===== src/rtl/sdrctrl_package.sv =====
// Shared SDRAM-controller definitions: Wishbone widths, cycle-type codes and
// the arbiter state encoding.
package sdrctrl_package;

    localparam int unsigned WB_AW = 26;
    localparam int unsigned WB_DW = 32;

    localparam logic [2:0] CTI_CLASSIC = 3'b000;
    localparam logic [2:0] CTI_INCR    = 3'b010;
    localparam logic [2:0] CTI_EOB     = 3'b111;

    typedef enum logic [1:0] {
        ARB_IDLE,
        ARB_BUSY,
        ARB_TMO
    } arb_state_t;

endpackage


===== src/rtl/wb_ack_watchdog.sv =====
// Counts consecutive strobe-without-ack cycles and flags a timeout on the
// last allowed cycle so the arbiter can step into its error state.
module wb_ack_watchdog #(
    parameter int unsigned TMO_W   = 8,
    parameter int unsigned TMO_CYC = 200
) (
    input  logic sys_clk,
    input  logic RESETN,
    input  logic en,
    input  logic stb,
    input  logic ack,
    output logic timeout
);

    localparam logic [TMO_W-1:0] TMO_LAST = TMO_W'(TMO_CYC - 1);

    logic [TMO_W-1:0] cnt_q, cnt_d;
    logic             counting;

    always_comb begin
        counting = en & stb & ~ack;
        timeout  = counting & (cnt_q == TMO_LAST);
        cnt_d    = '0;
        if (counting && !timeout) begin
            cnt_d = cnt_q + 1'b1;
        end
    end

    always_ff @(posedge sys_clk or negedge RESETN) begin
        if (!RESETN) begin
            cnt_q <= '0;
        end else begin
            cnt_q <= cnt_d;
        end
    end

endmodule


===== src/rtl/wb_sdrc_arbiter.sv =====
// Round-robin two-master Wishbone arbiter in front of the SDRAM controller
// slave port, with grant gating on init-done and an ack watchdog.
module wb_sdrc_arbiter
    import sdrctrl_package::*;
#(
    parameter int unsigned aw      = WB_AW,
    parameter int unsigned dw      = WB_DW,
    parameter int unsigned TMO_W   = 8,
    parameter int unsigned TMO_CYC = 200
) (
    input  logic            sys_clk,
    input  logic            RESETN,
    input  logic            sdr_init_done,
    input  logic            m0_cyc_i,
    input  logic            m0_stb_i,
    input  logic            m0_we_i,
    input  logic [aw-1:0]   m0_addr_i,
    input  logic [dw-1:0]   m0_dat_i,
    input  logic [dw/8-1:0] m0_sel_i,
    input  logic [2:0]      m0_cti_i,
    output logic [dw-1:0]   m0_dat_o,
    output logic            m0_ack_o,
    output logic            m0_err_o,
    input  logic            m1_cyc_i,
    input  logic            m1_stb_i,
    input  logic            m1_we_i,
    input  logic [aw-1:0]   m1_addr_i,
    input  logic [dw-1:0]   m1_dat_i,
    input  logic [dw/8-1:0] m1_sel_i,
    input  logic [2:0]      m1_cti_i,
    output logic [dw-1:0]   m1_dat_o,
    output logic            m1_ack_o,
    output logic            m1_err_o,
    output logic            wb_cyc_o,
    output logic            wb_stb_o,
    output logic            wb_we_o,
    output logic [aw-1:0]   wb_addr_o,
    output logic [dw-1:0]   wb_dat_o,
    output logic [dw/8-1:0] wb_sel_o,
    output logic [2:0]      wb_cti_o,
    input  logic [dw-1:0]   wb_dat_i,
    input  logic            wb_ack_i,
    output logic [1:0]      gnt_o
);

    arb_state_t state_q, state_d;
    logic       owner_q, owner_d;
    logic       last_owner_q, last_owner_d;
    logic [1:0] gnt_q, gnt_d;
    logic       req0, req1, winner, own_cyc, busy, timeout;

    wb_ack_watchdog #(
        .TMO_W  (TMO_W),
        .TMO_CYC(TMO_CYC)
    ) u_watchdog (
        .sys_clk(sys_clk),
        .RESETN (RESETN),
        .en     (busy),
        .stb    (wb_stb_o),
        .ack    (wb_ack_i),
        .timeout(timeout)
    );

    // Slave-side mux; everything is forced to 0 outside BUSY so reset and
    // idle present a quiet bus and stray acks never reach a master.
    always_comb begin
        busy      = (state_q == ARB_BUSY);
        own_cyc   = owner_q ? m1_cyc_i : m0_cyc_i;
        wb_cyc_o  = 1'b0;
        wb_stb_o  = 1'b0;
        wb_we_o   = 1'b0;
        wb_addr_o = '0;
        wb_dat_o  = '0;
        wb_sel_o  = '0;
        wb_cti_o  = '0;
        m0_dat_o  = '0;
        m1_dat_o  = '0;
        m0_ack_o  = 1'b0;
        m1_ack_o  = 1'b0;
        m0_err_o  = 1'b0;
        m1_err_o  = 1'b0;
        if (busy) begin
            wb_cyc_o  = own_cyc;
            wb_stb_o  = own_cyc & (owner_q ? m1_stb_i : m0_stb_i);
            wb_we_o   = owner_q ? m1_we_i : m0_we_i;
            wb_addr_o = owner_q ? m1_addr_i : m0_addr_i;
            wb_dat_o  = owner_q ? m1_dat_i : m0_dat_i;
            wb_sel_o  = owner_q ? m1_sel_i : m0_sel_i;
            wb_cti_o  = owner_q ? m1_cti_i : m0_cti_i;
            m0_dat_o  = wb_dat_i;
            m1_dat_o  = wb_dat_i;
            m0_ack_o  = ~owner_q & own_cyc & wb_ack_i;
            m1_ack_o  = owner_q & own_cyc & wb_ack_i;
        end else if (state_q == ARB_TMO) begin
            m0_err_o = ~owner_q;
            m1_err_o = owner_q;
        end
    end

    always_comb begin
        req0         = m0_cyc_i & m0_stb_i;
        req1         = m1_cyc_i & m1_stb_i;
        winner       = (req0 && req1) ? ~last_owner_q : req1;
        state_d      = state_q;
        owner_d      = owner_q;
        last_owner_d = last_owner_q;
        gnt_d        = gnt_q;
        unique case (state_q)
            ARB_IDLE: begin
                if (sdr_init_done && (req0 || req1)) begin
                    state_d = ARB_BUSY;
                    owner_d = winner;
                    gnt_d   = winner ? 2'b10 : 2'b01;
                end
            end
            ARB_BUSY: begin
                // Release takes priority over a coincident timeout.
                if (!own_cyc) begin
                    state_d      = ARB_IDLE;
                    last_owner_d = owner_q;
                    gnt_d        = 2'b00;
                end else if (timeout) begin
                    state_d = ARB_TMO;
                end
            end
            ARB_TMO: begin
                state_d      = ARB_IDLE;
                last_owner_d = owner_q;
                gnt_d        = 2'b00;
            end
            default: begin
                state_d = ARB_IDLE;
                gnt_d   = 2'b00;
            end
        endcase
    end

    always_ff @(posedge sys_clk or negedge RESETN) begin
        if (!RESETN) begin
            state_q      <= ARB_IDLE;
            owner_q      <= 1'b0;
            last_owner_q <= 1'b1;
            gnt_q        <= 2'b00;
        end else begin
            state_q      <= state_d;
            owner_q      <= owner_d;
            last_owner_q <= last_owner_d;
            gnt_q        <= gnt_d;
        end
    end

    assign gnt_o = gnt_q;

endmodule


===== config.mk =====
export PLATFORM = sky130hd
export DESIGN_NAME = wb_sdrc_arbiter
export DESIGN_NICKNAME = d
export VERILOG_FILES = /design/src/rtl/sdrctrl_package.sv /design/src/rtl/wb_ack_watchdog.sv /design/src/rtl/wb_sdrc_arbiter.sv
export SDC_FILE = /design/constraint.sdc
export NUM_CORES = 1
export LEC_CHECK = 0
export ABC_AREA = 1
export BUFFER_PORTS_ARGS = -buffer_cell sky130_fd_sc_hd__buf_2
export CAP_MARGIN = 30
export CELL_PAD_IN_SITES_DETAIL_PLACEMENT = 0
export CELL_PAD_IN_SITES_GLOBAL_PLACEMENT = 2
export CORE_MARGIN = 2
export CORE_UTILIZATION = 13
export DETAILED_ROUTE_END_ITERATION = 10
export PLACE_DENSITY = 0.84
export SYNTH_ARGS = -nofsm -noshare
export SYNTH_HDL_FRONTEND = slang
export SYNTH_HIERARCHICAL = 1
export SYNTH_SLANG_ARGS = --single-unit
export TNS_END_PERCENT = 1

===== constraint.sdc =====
create_clock -name sys_clk -period 3.3 [get_ports sys_clk]
set_clock_uncertainty 0.1 [all_clocks]
set_input_delay 0.495 -clock sys_clk [delete_from_list [all_inputs] [get_ports sys_clk]]
set_output_delay 0.495 -clock sys_clk [all_outputs]
set_load 0.005 [all_outputs]

==> impl_metrics.json <==
{
  "status": "completed",
  "floorplan.initialDensity_pct": 13.25,
  "yosys.area_share.xor_xnor_pct": 0.3848,
  "synth_fa_ha_area_share_pct": 2.199,
  "synth_nets": 611,
  "cts-root-buf": "clkbuf_16",
  "hold_viol": 0,
  "drc_errors": 0,
  "drt_iter0_markers": 169,
  "path_class": "register to output pin",
  "nets": 871,
  "hold_path.class": "input port to async pin",
  "drv_slew": 0,
  "ys_seq_area_share_pct": 15.45,
  "grt_pass1_wl_um": 15680,
  "worst-path-max-fanout": 56,
  "synth_area_um2": 2276,
  "cts.sinks": 14,
  "ctsHtreeMaxLevel": 1,
  "antenna_cells": 0,
  "clock_path_buffers": 2,
  "yosysUniqueCellTypes": 22,
  "worstMarginPinSlew_ps": 543.7,
  "leakage_nw": 2.607,
  "nFillCells": 2037,
  "drt-total-wl_um": 10890,
  "coreArea_um2": 17180,
  "dieWidth_um": 136.3,
  "cts_tree": "yes",
  "syn2layout_area_growth_pct": 71.14,
  "cts_hold_buf": 0,
  "drtPass1Iterations": 4,
  "portBuffers": 309,
  "clk_pin_slew_ps": 50,
  "postSynthAreaPerCell_um2": 5.232,
  "gp_congestion": 0.7558,
  "multi_input_area_um2": 1390,
  "syn_inst": 435,
  "period_share_pct": 78.57,
  "peakVddDrop_v": 0.0001765,
  "dieArea_um2": 18580,
  "setup-tns-final_ps": 0,
  "start_kind": "register",
  "synth-simple-area-share_pct": 42.22,
  "rsz0062_at_grt": "false",
  "clk_latency_ps": 240,
  "final_common_cell": "buf_2",
  "worstSetupEndpointType": "output pin",
  "die_h_um": 136.3,
  "via_per_inst": 3.730,
  "max_clock_freq_mhz": 385.7,
  "ys_ff_latch": 14,
  "cellPowerDensity_nw_per_um2": 526.4,
  "grt_overflow": 0,
  "max_slew_margin_pct": 63.76,
  "cp.required_ps": 2700,
  "critical_path_arrival_ps": 2000,
  "groute.usage.overall_pct": 10.57,
  "yosysWarnings": 6,
  "rr_worst_depth": 12,
  "muxShareOfSynthArea_pct": 0,
  "grt_pass1_vias": 3118,
  "drv_cap": 0,
  "wire_per_inst_um": 11.85,
  "synth_compound_area_share_pct": 15.72,
  "drtAntennaViolNets": 0,
  "dp.cells": 915,
  "postCtsSetupRepairBufs": 0,
  "hpwl_um": 8923,
  "fp-row-count": 48,
  "grt_max_degree": 57,
  "final_cell_mix": "buf_2 (309), nor2_1 (145), nand2_1 (69)",
  "setup_viol": 0,
  "min_period_ps": 2593,
  "whs_ps": 49.85,
  "instances_no_fill": 919,
  "vias": 3428,
  "antenna_found_initial": 1,
  "cts_resized": 0,
  "layout-drive-gt1-share_pct": 47.84,
  "synth_top_family_by_area": "simple AND/OR/NAND/NOR gates",
  "regArea_um2": 352.8,
  "numCtsBuffers": 3,
  "ioPinCount": 310
}
worst paths after layout:
path                              start             endpoint  slack, ps
min reg2reg                last_owner_q         last_owner_q        370
min in group sys_clk       last_owner_q         last_owner_q        370
max in group asynchronous        RESETN         last_owner_q       2750
max                          state_q[1]         wb_dat_o[30]        710
max reg2reg                  state_q[1]           state_q[0]        910
min                              RESETN  u_watchdog/cnt_q[6]         50
metal layers:
metal	vias up	wire [um]	track usage, %
li1	1808	-	-
met1	1454	4422	12.36
met2	150	5354	19.63
met3	14	905	2.051
met4	2	189	2.604
met5	-	17	0
kinds of logic (layout without fill, tap and decap cells):
group                    Yosys count  count (layout)
AND/OR/NAND/NOR                  238             238
buffers and inverters            107             366
AO/OA/AOI/OAI                     71              71
flip-flops                        14              14
adder cells (fa/ha/maj)            4               4
XOR/XNOR                           1               1
critical path, cell delays in order, from the launching register on:
cell,delay [ps]
dfrtp_1,400
inv_1,120
ha_4,500
buf_12,300
o21ai_0,130
nor2_1,140
buf_2,150
synth_stat cells:
cell | instances | area [um2]
dfstp_2 | 1 | 26.28
dfrtp_1 | 13 | 325.3
buf_6 | 1 | 11.26
clkbuf_1 | 12 | 45.04
nor2_2 | 3 | 18.77
buf_2 | 11 | 55.05
nand2_1 | 69 | 259.0
nor2_1 | 145 | 544.3
a21oi_1 | 1 | 5.000
nor3_1 | 6 | 30.03
nand3_2 | 1 | 10.01
nand3_1 | 7 | 35.03
o21bai_1 | 1 | 7.510
nand2_4 | 4 | 45.04
o21ai_0 | 68 | 340.3
ha_1 | 4 | 50.05
inv_1 | 48 | 180.2
o21ai_1 | 1 | 5.000
nand2_2 | 3 | 18.77
buf_4 | 33 | 247.7
xor2_1 | 1 | 8.760
inv_2 | 2 | 7.510
state kept, by name, indices dropped and copies added, names as in the netlist:
name / cells
u_watchdog/cnt_q: 8
gnt_o: 2
state_q: 2
last_owner_q: 1
owner_q: 1
through the flow:
stage	setup slack [ps]	power, mW	utilization (%)	instance area [um2]
2_1_floorplan	1243	1.186	-	2276
3_3_place_gp	909.3	1.848	22.16	3806
3_5_place_dp	887.9	1.827	22.16	3806
4_1_cts	662.5	2.094	22.68	3895
5_1_grt	494.7	2.313	22.68	3895
6_report	707.0	2.050	22.68	3895
report_power, final:
part	leakage, nW	total, mW	switching (mW)	internal [mW]
logic	2.38	1.55	0.908	0.645
registers	0.187	0.241	0.0405	0.201
clock network	0.0442	0.255	0.0716	0.184
total	2.61	2.05	1.02	1.03
cell type report:
cell class | instances | share of cell area (%)
repair buffers | 312 | 40.93
multi-input cells | 314 | 35.69
flip-flops and latches | 14 | 9.059
well taps | 225 | 7.228
inverters | 50 | 4.818
clock buffers | 4 | 2.281
(Power assumes the default switching activity.)
